$ cat src/rtl/fnd_pkg.sv
// fnd_pkg: shared definitions for the FND scan controller.
//   - Active-low 7-segment patterns {g,f,e,d,c,b,a} for BCD 0..9, dash and blank.
//   - Scan-slot state enum (blank gap vs. digit on).
//   - cnt_width(): register width needed to hold a counter running 0..n-1.
package fnd_pkg;

  localparam logic [6:0] FONT_0     = 7'h40;
  localparam logic [6:0] FONT_1     = 7'h79;
  localparam logic [6:0] FONT_2     = 7'h24;
  localparam logic [6:0] FONT_3     = 7'h30;
  localparam logic [6:0] FONT_4     = 7'h19;
  localparam logic [6:0] FONT_5     = 7'h12;
  localparam logic [6:0] FONT_6     = 7'h02;
  localparam logic [6:0] FONT_7     = 7'h78;
  localparam logic [6:0] FONT_8     = 7'h00;
  localparam logic [6:0] FONT_9     = 7'h10;
  localparam logic [6:0] FONT_DASH  = 7'h3F;
  localparam logic [6:0] FONT_BLANK = 7'h7F;

  typedef enum logic {
    SCAN_BLANK = 1'b0,
    SCAN_ON    = 1'b1
  } scan_state_t;

  function automatic int cnt_width(input int n);
    return (n > 2) ? $clog2(n) : 1;
  endfunction

endpackage

$ cat src/rtl/fnd_font_rom.sv
// fnd_font_rom: combinational BCD to active-low 7-segment decoder.
//   bcd : in  4  code 0..9 digits, 10 dash, 11..15 blank
//   seg : out 7  segments {g,f,e,d,c,b,a}, active-low
module fnd_font_rom
  import fnd_pkg::*;
(
  input  logic [3:0] bcd,
  output logic [6:0] seg
);

  always_comb begin
    case (bcd)
      4'd0:    seg = FONT_0;
      4'd1:    seg = FONT_1;
      4'd2:    seg = FONT_2;
      4'd3:    seg = FONT_3;
      4'd4:    seg = FONT_4;
      4'd5:    seg = FONT_5;
      4'd6:    seg = FONT_6;
      4'd7:    seg = FONT_7;
      4'd8:    seg = FONT_8;
      4'd9:    seg = FONT_9;
      4'd10:   seg = FONT_DASH;
      default: seg = FONT_BLANK;
    endcase
  end

endmodule

$ cat src/rtl/fnd_scan_controller.sv
// fnd_scan_controller: time-multiplexed common-anode FND driver.
//   i_clk         in   1             system clock
//   i_reset       in   1             asynchronous active-high reset
//   i_en          in   1             display enable (low = synchronous restart)
//   i_value       in   4*NUM_DIGITS  BCD digits, nibble k drives digit k (0 = rightmost)
//   i_dp          in   NUM_DIGITS    decimal point per digit, 1 = lit
//   i_blink       in   NUM_DIGITS    per-digit blink enable
//   i_lz_blank    in   1             leading-zero suppression enable
//   o_digit       out  NUM_DIGITS    digit select, active-low, one-cold or all ones
//   o_fndfont     out  8             segments {dp,g,f,e,d,c,b,a}, active-low
//   o_frame_start out  1             pulse on the cycle the shadow registers load
// Each digit owns a slot of CLK_HZ/SCAN_HZ cycles; the first BLANK_CYCLES of
// every slot drive everything off so the previous digit cannot ghost.
module fnd_scan_controller
  import fnd_pkg::*;
#(
  parameter int NUM_DIGITS   = 4,
  parameter int CLK_HZ       = 100_000_000,
  parameter int SCAN_HZ      = 1000,
  parameter int BLANK_CYCLES = 16,
  parameter int BLINK_HZ     = 2
) (
  input  logic                    i_clk,
  input  logic                    i_reset,
  input  logic                    i_en,
  input  logic [4*NUM_DIGITS-1:0] i_value,
  input  logic [NUM_DIGITS-1:0]   i_dp,
  input  logic [NUM_DIGITS-1:0]   i_blink,
  input  logic                    i_lz_blank,
  output logic [NUM_DIGITS-1:0]   o_digit,
  output logic [7:0]              o_fndfont,
  output logic                    o_frame_start
);

  localparam int SLOT   = CLK_HZ / SCAN_HZ;
  localparam int HALF   = CLK_HZ / (2 * BLINK_HZ);
  localparam int SLOT_W = cnt_width(SLOT);
  localparam int IDX_W  = cnt_width(NUM_DIGITS);
  localparam int PH_W   = cnt_width(HALF);

  localparam logic [SLOT_W-1:0] SLOT_LAST = SLOT_W'(SLOT - 1);
  localparam logic [SLOT_W-1:0] BLANK_END = SLOT_W'(BLANK_CYCLES);
  localparam logic [IDX_W-1:0]  IDX_LAST  = IDX_W'(NUM_DIGITS - 1);
  localparam logic [PH_W-1:0]   PH_LAST   = PH_W'(HALF - 1);

  logic [SLOT_W-1:0]       slot_cnt;
  logic [IDX_W-1:0]        idx;
  logic [PH_W-1:0]         ph_cnt;
  logic                    phase;
  logic                    frame_load;

  logic [4*NUM_DIGITS-1:0] sh_value;
  logic [NUM_DIGITS-1:0]   sh_dp;
  logic [NUM_DIGITS-1:0]   sh_blink;
  logic                    sh_lz;

  logic [4*NUM_DIGITS-1:0] cur_value;
  logic [NUM_DIGITS-1:0]   cur_dp;
  logic [NUM_DIGITS-1:0]   cur_blink;
  logic                    cur_lz;

  scan_state_t             state;
  logic [3:0]              cur_nibble;
  logic                    cur_dp_bit;
  logic                    cur_blink_bit;
  logic                    lz_hit;
  logic                    all_zero;
  logic [NUM_DIGITS-1:0]   lz_zero;
  logic [NUM_DIGITS-1:0]   digit_sel;
  logic                    hide;
  logic [6:0]              seg;

  // Shadow load happens on slot 0 of digit 0, which is also the first cycle
  // after reset release or enable rise since the counters restart at zero.
  assign frame_load = i_en && (slot_cnt == '0) && (idx == '0);

  // NOTE: sequential state is updated with non-blocking assignments so every
  // flop samples pre-edge values regardless of statement order.
  always_ff @(posedge i_clk or posedge i_reset) begin
    if (i_reset) begin
      slot_cnt <= '0;
      idx      <= '0;
      ph_cnt   <= '0;
      phase    <= 1'b0;
    end else if (!i_en) begin
      slot_cnt <= '0;
      idx      <= '0;
      ph_cnt   <= '0;
      phase    <= 1'b0;
    end else begin
      if (slot_cnt == SLOT_LAST) begin
        slot_cnt <= '0;
        idx      <= (idx == IDX_LAST) ? '0 : idx + 1'b1;
      end else begin
        slot_cnt <= slot_cnt + 1'b1;
      end
      // Blink phase runs independently of the frame.
      if (ph_cnt == PH_LAST) begin
        ph_cnt <= '0;
        phase  <= ~phase;
      end else begin
        ph_cnt <= ph_cnt + 1'b1;
      end
    end
  end

  // NOTE: shadow registers are plain flops with a defined reset value, so a
  // display enabled before the first load never shows stale garbage.
  always_ff @(posedge i_clk or posedge i_reset) begin
    if (i_reset) begin
      sh_value <= '0;
      sh_dp    <= '0;
      sh_blink <= '0;
      sh_lz    <= 1'b0;
    end else if (frame_load) begin
      sh_value <= i_value;
      sh_dp    <= i_dp;
      sh_blink <= i_blink;
      sh_lz    <= i_lz_blank;
    end
  end

  // On the load cycle itself, look through to the inputs so the first slot
  // never decodes the previous frame's contents.
  assign cur_value = frame_load ? i_value    : sh_value;
  assign cur_dp    = frame_load ? i_dp       : sh_dp;
  assign cur_blink = frame_load ? i_blink    : sh_blink;
  assign cur_lz    = frame_load ? i_lz_blank : sh_lz;

  // NOTE: every signal driven here gets a default first so no path leaves it
  // unassigned, which would otherwise infer a latch.
  always_comb begin
    state         = (slot_cnt < BLANK_END) ? SCAN_BLANK : SCAN_ON;
    cur_nibble    = '0;
    cur_dp_bit    = 1'b0;
    cur_blink_bit = 1'b0;
    lz_hit        = 1'b0;
    digit_sel     = '1;
    all_zero      = 1'b1;
    lz_zero       = '0;
    // lz_zero[k]: nibbles k..top are all zero; digit 0 is never a candidate.
    for (int k = NUM_DIGITS - 1; k >= 1; k--) begin
      all_zero   = all_zero & (cur_value[4*k +: 4] == 4'd0);
      lz_zero[k] = all_zero;
    end
    for (int k = 0; k < NUM_DIGITS; k++) begin
      if (idx == IDX_W'(k)) begin
        cur_nibble    = cur_value[4*k +: 4];
        cur_dp_bit    = cur_dp[k];
        cur_blink_bit = cur_blink[k];
        lz_hit        = lz_zero[k];
        digit_sel[k]  = 1'b0;
      end
    end
    hide = (cur_lz & lz_hit) | (phase & cur_blink_bit);
  end

  fnd_font_rom u_font_rom (
    .bcd (cur_nibble),
    .seg (seg)
  );

  always_ff @(posedge i_clk or posedge i_reset) begin
    if (i_reset) begin
      o_digit       <= '1;
      o_fndfont     <= 8'hFF;
      o_frame_start <= 1'b0;
    end else if (!i_en) begin
      o_digit       <= '1;
      o_fndfont     <= 8'hFF;
      o_frame_start <= 1'b0;
    end else begin
      o_frame_start <= frame_load;
      if (state == SCAN_ON) begin
        // Suppressed digits keep their select asserted but show nothing.
        o_digit   <= digit_sel;
        o_fndfont <= hide ? 8'hFF : {~cur_dp_bit, seg};
      end else begin
        o_digit   <= '1;
        o_fndfont <= 8'hFF;
      end
    end
  end

endmodule
$ cat config.mk
export PLATFORM = sky130hd
export DESIGN_NAME = fnd_scan_controller
export DESIGN_NICKNAME = d
export VERILOG_FILES = /design/src/rtl/fnd_pkg.sv /design/src/rtl/fnd_font_rom.sv /design/src/rtl/fnd_scan_controller.sv
export SDC_FILE = /design/constraint.sdc
export NUM_CORES = 1
export LEC_CHECK = 0
export BUFFER_PORTS_ARGS = -buffer_cell sky130_fd_sc_hd__buf_2
export CAP_MARGIN = 40
export CORE_UTILIZATION = 53
export DETAILED_ROUTE_END_ITERATION = 8
export PLACE_DENSITY = 0.76
export SYNTH_ARGS = -nofsm -noshare
export SYNTH_HDL_FRONTEND = slang
export SYNTH_HIERARCHICAL = 1
export SYNTH_SLANG_ARGS = --single-unit
export TNS_END_PERCENT = 20
$ cat constraint.sdc
create_clock -name i_clk -period 3.9 [get_ports i_clk]
set_input_delay 0.585 -clock i_clk [delete_from_list [all_inputs] [get_ports i_clk]]
set_output_delay 0.585 -clock i_clk [all_outputs]
set_load 0.02 [all_outputs]
Word level (Yosys, flattened, before mapping)
Memories as Yosys holds them, arrays and structs flattened.
Index checks and enable logic that the tools add are counted.
Word-level totals
  input port bits: 28
  memories kept: 1
  bits in read-only memories: 112
  output and inout port bits: 13
  register bits after elaboration: 83
  logic and storage cells: 75
Memories
  (no name shown): depth 16, bits a word 7, read ports 1, clocked after Yosys merged registers in 0, wr ports 0, RTL line fnd_font_rom.sv:12  | case (bcd)
Cells by class
  magnitude comparators: 1
  $add $sub $neg: 3
  muxes and demuxes: 38
  reduce and logical (&&, ||, !) cells: 7
  bitwise operators: 7
  eq/ne operators: 7
Operators by type and width (count)
  two-way mux 25 bit: 2
  two-way mux 17 bit: 2
  two-way mux 4 bit: 8
  adder 25 x 1 -> 25 bit, second input constant: 1
  equality test 25 bit, second input constant: 1
  two-way mux 8 bit: 3
  two-way mux 1 bit: 19
  adder 17 x 1 -> 17 bit, second input constant: 1
  equality test 17 bit, second input constant: 1
  logical NOT 17 bit: 1
  < comparator 17 x 5 -> 1 bit, second input constant: 1
  two-way mux 16 bit: 1
  logical NOT 4 bit: 3
  two-way mux 2 bit: 3
  bitwise AND 1 bit: 4
  equality test 2 bit, second input constant: 2
  != test 2 x 1 -> 1 bit, second input constant: 2
  adder 2 x 1 -> 2 bit, second input constant: 1
  equality test 2 x 1 -> 1 bit, second input constant: 1
  logical AND 1 bit: 2
  logical NOT 2 bit: 1
  NOT 1 bit: 2
  OR 1 bit: 1

Depth between registers and ports, before layout
  depth after elaboration: 15
  gate-level depth with buffers: 15
  gate-level depth less buffers: 14

By module
Netlist, hierarchy kept.
By module, submodules not included
  fnd_scan_controller: sequential area each 2092.0 um^2, cells an instance 357, instances 1, area an instance 3911.3 um^2
  fnd_font_rom: sequential area each 0.0 um^2, cells an instance 33, instances 1, area an instance 224.0 um^2

Worst setup path after synthesis
No wires, ideal clock.
  path type: reg-to-reg
  start point: register slot_cnt[13]
  end point: register o_fndfont[3]
  library setup time: 84 ps
  buffers on the path: 2
  clock period less this slack: 3648 ps
  arrival time: 3564 ps
  stages on the path, launching flop included: 14
  required time: 3816 ps
  setup slack: 252 ps
  cells stage by stage: dfrtp_1 > or4_1 > or4_1 > buf_6 > nor2_8 > bufbuf_8 > mux2_1 > a221oi_1 > nor2_1 > ha_1 > or2_1 > a21oi_2 > a31oi_1 > or2_2
On the way
  elaborated cells between the ends (all ways): 30
  classes of those cells: order compare (1); mux (17); bitwise (5); reduce/logical (6); memory (1)
RTL lines
  start: declaration: RTL line fnd_scan_controller.sv:46  | logic [SLOT_W-1:0] slot_cnt;
  start signal: assignment: RTL line fnd_scan_controller.sv:95  | slot_cnt <= slot_cnt + 1'b1;
  logical NOT 17 bit: RTL line fnd_scan_controller.sv:75  | assign frame_load = i_en && (slot_cnt == '0) && (idx == '0);
  logical AND 1 bit (2 in a row): RTL line fnd_scan_controller.sv:75
  two-way mux 16 bit
  named net cur_value[0]: RTL line fnd_scan_controller.sv:57  | logic [4*NUM_DIGITS-1:0] cur_value;
  two-way mux 4 bit (4 in a row): RTL line fnd_scan_controller.sv:147  | if (idx == IDX_W'(k)) begin
  named net cur_nibble[0]: RTL line fnd_scan_controller.sv:63  | logic [3:0] cur_nibble;
  memory read (16 x 7 bit)
  named net seg[3]: RTL line fnd_scan_controller.sv:71  | logic [6:0] seg;
  two-way mux 8 bit: RTL line fnd_scan_controller.sv:177  | o_fndfont <= hide ? 8'hFF : {~cur_dp_bit, seg};
  two-way mux 8 bit: RTL line fnd_scan_controller.sv:174  | if (state == SCAN_ON) begin
  two-way mux 8 bit: RTL line fnd_scan_controller.sv:168  | end else if (!i_en) begin
  end signal: assignment: RTL line fnd_scan_controller.sv:177
  end: declaration: RTL line fnd_scan_controller.sv:31  | output logic [7:0] o_fndfont,
The timed path passes the listed nets, and every way through them passes these cells.
A chain may end at the register's enable or synchronous reset.

Final worst setup path
  start point: register slot_cnt[13]
  end point: register o_fndfont[3]
On the way
  elaborated cells between the ends (all ways): 30
  classes of those cells: order compare (1); mux (17); bitwise (5); reduce/logical (6); memory (1)
RTL lines (RTL line)
  logical NOT 17 bit: fnd_scan_controller.sv:75
  logical AND 1 bit (2 in a row): fnd_scan_controller.sv:75
  two-way mux 16 bit
  named net cur_value[9]: fnd_scan_controller.sv:57
  two-way mux 4 bit (2 in a row): fnd_scan_controller.sv:147
  named net cur_nibble[1]: fnd_scan_controller.sv:63
  memory read (16 x 7 bit)
  named net seg[3]: fnd_scan_controller.sv:71
  two-way mux 8 bit: fnd_scan_controller.sv:177
  two-way mux 8 bit: fnd_scan_controller.sv:174
  two-way mux 8 bit: fnd_scan_controller.sv:168
The timed path passes the listed nets, and every way through them passes these cells.

==> results.txt <==
----------------------------------------------------
[Clock tree]
  Post-CTS Repair Setup Buffers ... 0
  Worst skew pair latency ... 0.34 ns
  Number of CTS-inserted buffers ... 9
  Clock sink count ... 83
  Number of levels in the clock H-tree ... 3
  Clock Path Buffers ... 2
  CTS root buffer ... clkbuf_8
  TritonCTS clock tree ... yes
  CTS clk-pin slew, worst paths ... ~0.080 ns

[Worst setup path]
  Crit path DAT ... between 3 and 4 ns
  Critical path cell sequence ... or4_1 -> or4_4 -> nor2_8 -> buf_6 -> mux2_2 -> o22ai_1 -> nor2_2 -> inv_1 -> ha_1 -> or2_1 -> a21oi_2 -> a31oi_1 -> or2_2
  Depth of the most critical reg-to-reg path ... 13
  CP max-delay cell ... or4_4
  Start point of the critical path ... slot_cnt[13]$_DFF_PP0_
  Critical path buffer and inverter count ... 2
  Peak per-stage delay on the critical path ... 0.60 ns
  Kind of launch point of the worst setup path ... flop
  Endpoint type of the worst setup path ... flop
  Cell family with most CP delay ... simple AND/OR/NAND/NOR gates
  Logic depth of the worst path, buffers included ... 13
  Critical Path Fanout Max ... 19
  Source of the worst register-to-register timing path ... slot_cnt[13]$_DFF_PP0_
  Crit path kind ... reg -> reg
  Worst endpoint required time ... 4.18 ns
  Worst r2r dst ... o_fndfont[3]$_DFF_PP1_
  Destination of the critical timing path ... o_fndfont[3]$_DFF_PP1_
  Reg-to-reg setup timing slack ... 0.21 ns

[Yosys]
  Seq/Total Area, Yosys ... approximately half
  Synth warnings ... 6
  Number of synthesized flops with an enable pin ... 0
  Number of distinct library cell variants in the gate-level netlist after synthesis ... 54
  Async SR Flop Fraction ... 100%
  Area fraction of the dominant cell type after synthesis ... ~43%
  Cell taking the most area after synthesis ... dfrtp_1
  Post-synthesis cell count ... 390
  Synth top area cells ... dfrtp_1 (43%), dfstp_2 (7.6%), xor2_1 (5.5%), nor2_1 (5.0%), mux2_2 (4.4%)
  Total of flip-flops plus latches after synthesis ... slightly above 80
  Most used flip-flop cell after synthesis ... dfrtp_1
  Synthesized netlist net count ... 430
  Average size of a mapped cell ... 10.6 µm²
  Area of the mapped netlist ... 4140 µm²

[Placement]
  Placed cell count ... about 530
  Quantity of I/O buffers inserted on ports ... 40
  Cell area after placement ... 4440 µm²
  Hpwl dp ... 5890 µm
  Final weighted congestion of routability-driven global placement ... 0.865

[Pwr]
  Switching part of the total ... 26.4%
  Cell internal power dissipation ... about 0.0014 W
  Seq pwr share ... 50.8%
  Cell leakage power ... a little over 2 nW
  Switch Pwr ... roughly 0.0005 W
  Peak VDD IR ... 0.256 mV
  Combinational cell fraction of total power ... between 10% and 20%
  Clock share of power ... 33.0%
  Total power divided by cell area ... 405 nW/µm²

[Worst hold path]
  Path type of the worst min-delay path ... in -> async

[Floorplanning]
  Num ports ... 41
  Die footprint ... 8160 µm²
  Starting Density ... 55.8%
  Vertical extent of the die ... 90.3 µm
  Core region area ... 7410 µm²
  Die X-Extent ... 90.3 µm
  Floorplan row count ... 31

[Finish]
  Synth-to-Final Area Change ... 13.2%
  Final layout net count ... ~480
  Area used by sequential logic in the layout ... 2090 µm²
  Post-route standard cell area excluding fillers ... between 4000 and 5000 µm²
  Total area of multi-input combinational cells ... 1940 µm²
  Diodes inserted ... 0
  Share of post-route cells with drive strength above 1 ... a little over a quarter
  Final Instance Count excl. Fillers ... 541
  Number of inserted filler cells in the final layout ... 614

[Detailed routing]
  Number of design rule violations left after detail routing ... 0
  Number of detailed-routing iterations run before antenna repair ... 4
  Iteration-0 DRC Markers ... 158
  Post-DRT Antenna Nets ... 0
  Vias per cell ... 5.46
  WL final ... 8180 µm
  Total via count after detailed routing ... 2956
  Wirelength per Cell ... 15.1 µm

[GRT]
  GRT Resource Usage Total ... between 20% and 30%
  Total grt overflow ... 0
  Largest net degree at the start of global routing ... 46
  Vias in the first global route ... 2997
  Number of antenna violations at the first check in global routing ... 0
  Global-route wire length before repair ... approximately 14000 µm

[Timing]
  Relative slew margins ... 46.7%
  RSZ-0062 raised after global routing ... yes
  Final worst clock skew ... between 0.01 and 0.015 ns
  Maximum clock frequency ... about 0.27 GHz
  Number of max-slew violations in the final report ... 0
  Final setup TNS ... 0 ns
  Post-route clock period utilization ... 94.5%
  Count of endpoints failing setup in the final report ... 0
  Slew at the pin with the worst max-slew slack ... 0.793 ns
  Min Tclk post-route ... 3.69 ns
  Count of final hold-check violations ... 0

[Flow run]
  Max-cap violations ... 0

[Outcome]
  Outcome ... finished clean

----------------------------------------------------
per-layer routing:
metal	global-route usage [%]	up-vias	routed length [µm]
li1	-	1429	-
met1	29.8	1461	3840
met2	35.4	56	4040
met3	5.22	10	221
met4	5.78	0	84
met5	0	-	0
registers in the layout (all words and copies together) (netlist names):
name,count
idx,2
o_digit,4
o_fndfont,8
o_frame_start,1
ph_cnt,25
phase,1
sh_blink,4
sh_dp,4
sh_lz,1
sh_value,16
slot_cnt,17
cells by family (layout without fill, tap and decap cells):
group,after synthesis,after routing,share of synthesized area [%]
flops,83,83,50.6
fa+ha+maj,12,12,3.63
simple gates,172,172,21.7
mux,26,26,7.05
xor+xnor,37,37,7.84
compound gates,36,36,5.99
buf+inv,24,76,3.18
stage by stage:
step / util [%] / setup WS, ns / hold slack (ns) / power, W
finish: 63.2 / 0.213 / 0.321 / 0.00190
CTS: 62.8 / 0.00660 / 0.309 / 0.00190
detailed placement: 60.0 / -0.0506 / 0.482 / 0.00128
global placement: 59.7 / 0.100 / 0.478 / 0.00126
floorplan: - / 0.252 / 0.455 / 0.00120
global route: 63.2 / -0.00921 / 0.311 / 0.00199
area by class of cell:
class,count,share of cell area (%)
Sequential cell,83,44.7
Multi-Input combinational cell,283,41.4
Timing Repair Buffer,47,5.75
Clock buffer,12,3.32
Tap cell,99,2.65
Clock inverter,4,1.07
Inverter,13,1.07
synth_stat cells (2+ instances only):
master	count
nor4_1	4
buf_2	2
ha_1	12
a21oi_1	5
o21ai_0	5
buf_6	2
o21ai_1	5
nand2b_1	4
dfrtp_1	71
xnor2_1	11
nand2_1	29
nand3_1	14
a211oi_2	2
mux2_2	16
or4_1	7
nand4_1	9
and4_1	2
and3_1	8
clkbuf_1	5
dfstp_2	12
inv_1	13
nor3b_1	2
nor4b_1	2
or2_2	11
or3_1	3
nor2b_1	4
nor3_1	3
nor2_1	55
o22ai_1	6
and2_1	5
a221oi_1	4
xor2_1	26
nor2_2	2
mux2_1	9
timing repair:
| item | 4_1_cts | 5_1_grt |
|---|---|---|
| hold buffers | 0 | 0 |
| resized for setup | 1 | 6 |
| gates cloned | 0 | 0 |
| hold endpoints to repair | 0 | 0 |
| endpoints found under the setup margin | 2 | 7 |
worst min path at each step:
stage                             start                      to  slack (ns)  depth (start not counted)
floorplan            sh_dp[2]$_DFF_PP0_      sh_dp[2]$_DFF_PP0_        0.45                          1
global placement    ph_cnt[0]$_DFF_PP0_     ph_cnt[0]$_DFF_PP0_        0.48                          1
detailed placement  ph_cnt[0]$_DFF_PP0_     ph_cnt[0]$_DFF_PP0_        0.48                          1
CTS                             i_reset  o_fndfont[1]$_DFF_PP1_        0.31                          2
global route                    i_reset  o_fndfont[1]$_DFF_PP1_        0.31                          2
finish                          i_reset  o_fndfont[1]$_DFF_PP1_        0.32                          2
power groups by stage:
| stage | Clock, W | Sequential (W) | Combinational (W) |
|---|---|---|---|
| 3_3_place_gp | 0 | 0.000976 | 0.000280 |
| 2_1_floorplan | 0 | 0.000968 | 0.000228 |
| 5_1_grt | 0.000677 | 0.000972 | 0.000340 |
| 3_5_place_dp | 0 | 0.000979 | 0.000296 |
| 6_report | 0.000625 | 0.000965 | 0.000307 |
| 4_1_cts | 0.000639 | 0.000963 | 0.000301 |
placed cells by master, fill, tap and decap left out, drive strengths merged, types with 14 or more instances in the layout:
cell	instances
buf	47
dfrtp	71
mux2	25
nand2	29
nand3	14
nor2	58
xor2	26
(Power assumes the default switching activity.)
